--- config.mk ---
export PLATFORM = sky130hd
export DESIGN_NAME = mmu_port_arbiter
export DESIGN_NICKNAME = d
export VERILOG_FILES = /design/src/rtl/mmu_port_arbiter.sv
export SDC_FILE = /design/constraint.sdc
export NUM_CORES = 1
export LEC_CHECK = 0
export BUFFER_PORTS_ARGS = -buffer_cell sky130_fd_sc_hd__buf_4
export CORE_AREA = 2 2 541 543
export DETAILED_ROUTE_END_ITERATION = 10
export DIE_AREA = 0 0 543 545
export PLACE_DENSITY = 0.3
export SYNTH_ARGS = -nofsm -noshare
export SYNTH_HDL_FRONTEND = slang
export SYNTH_SLANG_ARGS = --single-unit
--- constraint.sdc ---
create_clock -name sys_clk -period 3.46 [get_ports sys_clk]
set_input_delay 0.346 -clock sys_clk [delete_from_list [all_inputs] [get_ports sys_clk]]
set_output_delay 0.346 -clock sys_clk [all_outputs]
set_load 0.005 [all_outputs]
--- src/rtl/mmu_port_arbiter.sv ---
// N-channel arbiter in front of the single l1mmu line port: one outstanding transaction, latched payload.
// Define MMU_ARB_FIXED_PRIO_EN for fixed priority (lowest index wins); round-robin otherwise.
module mmu_port_arbiter #(
  parameter int NUM_CH = 2,
  parameter int ADDR_W = 32,
  parameter int DATA_W = 256,
  localparam int CH_W  = (NUM_CH > 1) ? $clog2(NUM_CH) : 1
) (
  input  logic                     sys_clk,
  input  logic                     rst,
  input  logic [NUM_CH-1:0]        req_read,
  input  logic [NUM_CH-1:0]        req_write,
  input  logic [NUM_CH*ADDR_W-1:0] req_addr,
  input  logic [NUM_CH*DATA_W-1:0] req_wdata,
  output logic [NUM_CH-1:0]        req_done,
  output logic [DATA_W-1:0]        req_rdata,
  output logic                     mmu_read,
  output logic                     mmu_write,
  output logic [ADDR_W-1:0]        mmu_addr,
  output logic [DATA_W-1:0]        mmu_wdata,
  input  logic                     mmu_done,
  input  logic [DATA_W-1:0]        mmu_rdata,
  output logic                     grant_valid,
  output logic [CH_W-1:0]          grant_id
);

  // Handshake: a channel holds req_read/req_write (level) until it sees its one-cycle req_done;
  // the l1mmu side sees a latched request held until its one-cycle mmu_done.
  typedef enum logic {
    IDLE = 1'b0,
    BUSY = 1'b1
  } state_e;

  state_e            state_q, state_d;
  logic [CH_W-1:0]   grant_id_q, grant_id_d;
  logic              mmu_read_q, mmu_read_d;
  logic              mmu_write_q, mmu_write_d;
  logic [ADDR_W-1:0] addr_q, addr_d;
  logic [DATA_W-1:0] wdata_q, wdata_d;
  logic [NUM_CH-1:0] req_any;
  logic [CH_W-1:0]   rr_base;
  logic [CH_W-1:0]   rr_next;
  logic              win_found;
  int                win_idx;
  int                scan_idx;

`ifdef MMU_ARB_FIXED_PRIO_EN
  assign rr_base = '0;
`else
  logic [CH_W-1:0] rr_ptr_q, rr_ptr_d;
  assign rr_base = rr_ptr_q;
`endif

  assign req_any = req_read | req_write;
  assign rr_next = (grant_id_q == CH_W'(NUM_CH - 1)) ? '0 : grant_id_q + 1'b1;

  // First requester at or after rr_base, wrapping modulo NUM_CH.
  always_comb begin
    win_found = 1'b0;
    win_idx   = 0;
    scan_idx  = 0;
    for (int k = 0; k < NUM_CH; k++) begin
      scan_idx = int'(rr_base) + k;
      if (scan_idx >= NUM_CH) scan_idx = scan_idx - NUM_CH;
      if (!win_found && req_any[scan_idx]) begin
        win_found = 1'b1;
        win_idx   = scan_idx;
      end
    end
  end

  always_comb begin
    state_d     = state_q;
    grant_id_d  = grant_id_q;
    mmu_read_d  = mmu_read_q;
    mmu_write_d = mmu_write_q;
    addr_d      = addr_q;
    wdata_d     = wdata_q;
`ifndef MMU_ARB_FIXED_PRIO_EN
    rr_ptr_d    = rr_ptr_q;
`endif
    case (state_q)
      IDLE: begin
        if (win_found) begin
          state_d     = BUSY;
          grant_id_d  = CH_W'(win_idx);
          mmu_write_d = req_write[win_idx];
          mmu_read_d  = req_read[win_idx] & ~req_write[win_idx];
          addr_d      = req_addr[win_idx*ADDR_W +: ADDR_W];
          wdata_d     = req_wdata[win_idx*DATA_W +: DATA_W];
        end
      end
      BUSY: begin
        if (mmu_done) begin
          state_d     = IDLE;
          mmu_read_d  = 1'b0;
          mmu_write_d = 1'b0;
`ifndef MMU_ARB_FIXED_PRIO_EN
          rr_ptr_d    = rr_next;
`endif
        end
      end
      default: state_d = IDLE;
    endcase
  end

  always_ff @(posedge sys_clk) begin
    if (rst) begin
      state_q     <= IDLE;
      grant_id_q  <= '0;
      mmu_read_q  <= 1'b0;
      mmu_write_q <= 1'b0;
      addr_q      <= '0;
      wdata_q     <= '0;
`ifndef MMU_ARB_FIXED_PRIO_EN
      rr_ptr_q    <= '0;
`endif
    end else begin
      state_q     <= state_d;
      grant_id_q  <= grant_id_d;
      mmu_read_q  <= mmu_read_d;
      mmu_write_q <= mmu_write_d;
      addr_q      <= addr_d;
      wdata_q     <= wdata_d;
`ifndef MMU_ARB_FIXED_PRIO_EN
      rr_ptr_q    <= rr_ptr_d;
`endif
    end
  end

  // Completion is only forwarded while a transaction is outstanding; a done in IDLE is dropped.
  always_comb begin
    req_done = '0;
    for (int i = 0; i < NUM_CH; i++) begin
      req_done[i] = (state_q == BUSY) && mmu_done && (grant_id_q == CH_W'(i));
    end
  end

  assign req_rdata   = mmu_rdata;
  assign mmu_read    = mmu_read_q;
  assign mmu_write   = mmu_write_q;
  assign mmu_addr    = addr_q;
  assign mmu_wdata   = wdata_q;
  assign grant_valid = (state_q == BUSY);
  assign grant_id    = grant_id_q;

endmodule

Word level (Yosys, flattened, before mapping)

Cells that the tools add are included.

Register bits: 293
Bits of input ports: 839
Output and inout port bits: 550

$add $sub $neg: 4
$lt $le $gt $ge: 5
Equality and inequality tests: 2
Shift operators: 2
Muxes and demuxes: 27
Bitwise gates (word level): 5
Reduce and logical (&&, ||, !) cells: 8

Operator list:

| kind                | count |
|---|---|
| $shiftx 512x32->256 | 1 |
| $mux 32             | 4 |
| $lt 32x3->1 const B | 3 |
| $shiftx 64x32->32   | 1 |
| $mux 1              | 20 |
| $pmux 1 s2          | 3 |
| $reduce_and 2->1    | 3 |
| $logic_and 1x1->1   | 4 |
| $ne 2x2->1 const B  | 2 |
| $not 1->1           | 3 |
| $sub 1x2->3 const B | 1 |
| $sub 2x2->3 const B | 1 |
| $add 1x1->2 const B | 1 |
| $ge 1x2->1 const B  | 1 |
| $ge 2x2->1 const B  | 1 |
| $or 2x2->2          | 1 |
| $add 1x1->1 const B | 1 |
| $and 1x1->1         | 1 |
| $logic_not 1->1     | 1 |

Depth between registers and ports, before layout

Depth after elaboration: 16
Gate-level depth with buffers: 7
Mapped depth without buffers: 4

Least setup slack after synthesis

OpenSTA, ideal clock, no wires.

Path kind: input to register
Start: input req_write[1]
End: register wdata_q[199] (netlist: mmu_wdata[199])
Library setup time: 0.088 ns
Arrival: 1.386 ns
Data required time: 3.372 ns
Setup slack: 1.985 ns
Stages on the path: 6
Path buffers: 3
Path through: nor4_2 -> nor2_2 -> buf_6 -> buf_2 -> buf_2 -> a311oi_2

Longest elaborated chain between the ends: 9
Elaborated cells between the ends (all ways): 15

RTL lines:

| what                                                           | line | RTL |
|---|---|---|
| start: declaration                                             | 12   | `input logic [NUM_CH-1:0] req_write,` |
| $or 2x2->2 (*)                                                 | 54   | `assign req_any = req_read \| req_write;` |
| $mux 1 (not written as such) (3 in series)                     | 65   | `if (!win_found && req_any[scan_idx]) begin` |
| $mux 1                                                         | 65   |  |
| $logic_not 1->1                                                | 65   |  |
| $logic_and 1x1->1                                              | 65   |  |
| $mux 32 / $mux 1 (equally long branches)                       | 65   |  |
| $shiftx 512x32->256 / $reduce_and 2->1 (equally long branches) | -    |  |
| end signal: assignment                                         | 124  | `wdata_q <= wdata_d;` |
| end: declaration                                               | 39   | `logic [DATA_W-1:0] wdata_q, wdata_d;` |

Every way passes the cells marked *; elsewhere a longest branch is shown, timed or not. The select of a mux whose other input is x is not followed.
A chain may end at the register's enable or synchronous reset.

Worst setup path in the final report

Start: input req_read[0]
End: register wdata_q[194] (netlist: mmu_wdata[194])

Longest elaborated chain between the ends: 9
Elaborated cells between the ends (all ways): 15

RTL lines:

| what                                                           | line | RTL |
|---|---|---|
| start: declaration                                             | 11   | `input logic [NUM_CH-1:0] req_read,` |
| $or 2x2->2 (*)                                                 | 54   |  |
| $mux 1 (not written as such) (3 in series)                     | 65   |  |
| $mux 1                                                         | 65   |  |
| $logic_not 1->1                                                | 65   |  |
| $logic_and 1x1->1                                              | 65   |  |
| $mux 32 / $mux 1 (equally long branches)                       | 65   |  |
| $shiftx 512x32->256 / $reduce_and 2->1 (equally long branches) | -    |  |

Marks and branches as above.

==> flow_metrics.py <==
metrics = {
    "grt": {
        "antenna_found_initial": 71,
        "grtUsageTotal_pct": 9.010,
        "grt-ovfl-total": 0,
        "grt_pass1_wl_mm": 179.7,
        "grt_pass1_vias": 19180,
        "grt_max_degree": 133,
    },
    "worst_setup_path": {
        "max_stage_delay_ns": 0.58,
        "worstPathRequired_ns": 4.04,
        "worstReg2RegEnd": "mmu_wdata[111]",
        "cp_max_fo": 69,
        "startpoint_type": "primary input",
        "cp_common_cell": "dlygate4sd3_1",
        "timing.critical_path.buf_inv": 4,
        "critPathTopFamily": "buffers and inverters",
        "cp_slowest_cell": "dlygate4sd3_1",
        "r2r_start": "grant_valid",
        "end_kind": "flip-flop",
        "crit_arrival_ns": 3.53,
        "r2r_slack_ns": 0.64,
        "reg2reg_depth": 6,
        "critPathKind": "primary input to flip-flop",
        "crit_path_cell_trace": "dlygate4sd3_1 -> buf_4 -> o21bai_1 -> and2_4 -> buf_12 -> nand2_1 -> a311oi_1 -> dlygate4sd3_1",
    },
    "synthesis": {
        "synth_cells": 1887,
        "yosysTopAreaCell": "dfxtp_1",
        "synth-edff-count": 0,
        "synth_common_cells": "nand2_1, dfxtp_1, nor2_1",
        "synth_area_per_cell_sq_um": 7.737,
        "seq_area_frac_synth_pct": 40.18,
        "synth_async_sr_flop_share_pct": 0,
        "synthTopCellsByArea": "dfxtp_1, a311oi_1, nand2_1",
        "yosys_warnings": 0,
        "ys_ff_latch": 293,
        "yosys.area.top_type_share_pct": 40.18,
        "yosysMostFrequentCell": "nand2_1",
        "netlist_area_sq_mm": 0.01460,
        "syn-num-nets": 2726,
        "ys.flop_type": "dfxtp_1",
        "synthDistinctLibCells": 29,
    },
    "drt": {
        "postRouteWirelength_mm": 140.0,
        "dr.first_iter.drc_count": 1050,
        "vias_per_cell": 2.670,
        "dr.pass1.iters": 5,
        "drc_errors": 0,
        "dr_total_vias": 18600,
        "antenna_left": 0,
        "wl_per_cell_um": 20.09,
    },
    "finish": {
        "fin_cells": 6965,
        "final_area_sq_mm": 0.03106,
        "fillers": 33790,
        "nets": 3855,
        "synthToLayoutAreaGrowth_pct": 112.8,
        "layout-drive-gt1-share_pct": 32.94,
        "final_util_pct": 10.71,
    },
    "clocking": {
        "numCtsBuffers": 44,
        "cts.path.max_buffers": 3,
        "worstSkewPairLatency_ns": 0.67,
        "clock_sinks": 293,
        "postCtsSetupBuffers": 0,
        "ctsRootBufferMaster": "clkbuf_16",
        "cts_tree": "yes",
        "htreeDepth": 2,
        "clkTransAtPathRegs_ns": 0.06,
        "postCtsResizedCells": 0,
    },
    "floorplanning": {
        "die_y_um": 545,
        "die_area_sq_mm": 0.2959,
        "core_sq_mm": 0.2901,
        "die_w_um": 543,
        "io_pins": 1389,
        "placementRows": 198,
        "initial_utilization_pct": 5.032,
    },
    "timing": {
        "layout_setup_ws_ns": 0.5151,
        "finClkSkew_ns": 0.04080,
        "period_share_pct": 85.11,
        "fmax_mhz": 339.6,
        "report.final.slew_viol_count": 0,
        "post-route-min-period_ns": 2.945,
        "relSlewSlack_pct": 43.68,
        "rsz0062_at_grt": "false",
        "setup_tns_ns": 0,
        "hold_violations": 0,
        "tightest_slew_ns": 0.8448,
        "holdWs_ns": 0.07381,
        "setup_violations": 0,
    },
    "power_and_ir_drop": {
        "peakVddDrop_mv": 0.3438,
        "p_comb_share_pct": 28.8,
        "p_sw_mw": 3.930,
        "power_mw": 12.16,
        "p_int_mw": 8.230,
        "pwr-share-clk_pct": 38.2,
        "powerDensity_mw_per_mm2": 391.4,
        "swShare_pct": 32.32,
        "pwr-share-seq_pct": 32.9,
        "leakagePower_nw": 12.87,
    },
    "run_status": {
        "outcome": "finished, final reports clean",
    },
    "place": {
        "post-place-ws_ns": 0.9276,
        "post-place-cells": 6295,
        "dpl.hpwl_mm": 114.9,
        "io_buffers": 876,
        "gp_congestion": 0.7957,
        "placed_area_sq_mm": 0.02385,
    },
    "flow_run": {
        "cap_viol_max_count": 0,
    },
    "hold_path": {
        "hp-class": "primary input to flip-flop",
        "holdPathStages": 3,
        "min_to": "mmu_wdata[199]",
        "worstHoldStart": "req_wdata[199]",
    },
}
## area by class of cell
cell class / instances / area [sq um] / share of cell area [%]
timing repair buffer: 1498 / 12830 / 41.30
tap: 3900 / 4880 / 15.71
clock inverter: 11 / 121.4 / 0.3907
inverter: 2 / 7.507 / 0.02417
clock buffer: 67 / 1299 / 4.181
antenna: 17 / 42.54 / 0.1369
sequential: 293 / 5866 / 18.88
multi-input combinational: 1177 / 6018 / 19.37
## cell usage in the layout, fill, tap and decap left out, drive strengths merged, types with 2 or more instances in the layout
master,n
clkinv,4
diode,17
a21oi,2
clkinvlp,3
buf,923
inv,5
a311oi,288
dfxtp,293
dlygate4sd3,575
nor2,292
nand2,581
clkbuf,67
## worst max path at each step
stage                       startpoint             end  slack [ns]  cells past startpoint
after floorplan           req_write[1]  mmu_wdata[199]        1.99                      6
after global placement    req_write[0]     mmu_addr[6]        0.97                      6
after detailed placement  req_write[0]     mmu_addr[5]        0.93                      6
after CTS                  req_read[0]     mmu_addr[9]        0.60                      8
after global routing       req_read[0]  mmu_wdata[149]        0.37                      8
final                      req_read[0]  mmu_wdata[194]        0.52                      8
## kinds of logic (layout without fill, tap and decap cells)
| group | Yosys count | after routing | share of synthesized area, % |
|---|---|---|---|
| buffers and inverters | 417 | 1578 | 18.74 |
| flip-flops | 293 | 293 | 40.18 |
| multiplexers | 1 | 1 | 0.06857 |
| other | 0 | 17 | 0 |
| AO/OA/AOI/OAI | 297 | 297 | 18.22 |
| AND/OR/NAND/NOR | 879 | 879 | 22.79 |
## routing by layer
metal / track usage [%] / wire length [um]
met1: 10.41 / 55840
met2: 13.16 / 58530
met3: 4.884 / 17910
met4: 4.957 / 7309
met5: 0 / 373
## state kept, by name, indices dropped and copies added, names as in the netlist
register     cells
mmu_addr        32
mmu_read         1
grant_id         1
grant_valid      1
mmu_write        1
rr_base          1
mmu_wdata      256
## what timing repair did
action	CTS	global route
setup endpoints to repair	0	0
endpoints found under the hold margin	290	0
hold buffers	575	0
## power by group through the flow
| stage | combinational [mW] | sequential, mW | clock (mW) |
|---|---|---|---|
| 3_3_place_gp | 2.79 | 4.08 | 0 |
| 5_1_grt | 3.82 | 4.05 | 5.00 |
| 3_5_place_dp | 2.79 | 4.08 | 0 |
| 2_1_floorplan | 1.20 | 3.99 | 0 |
| 6_report | 3.51 | 4.01 | 4.65 |
| 4_1_cts | 3.55 | 4.01 | 4.90 |
## worst register-to-register path, cell delays in order (launching register included)
cell,delay (ns)
dfxtp_1,0.45
nor2_4,0.19
buf_12,0.22
buf_4,0.92
nor2_1,0.11
a311oi_1,0.30
dlygate4sd3_1,0.61
No activity file was read; power rests on OpenSTA's default activity.
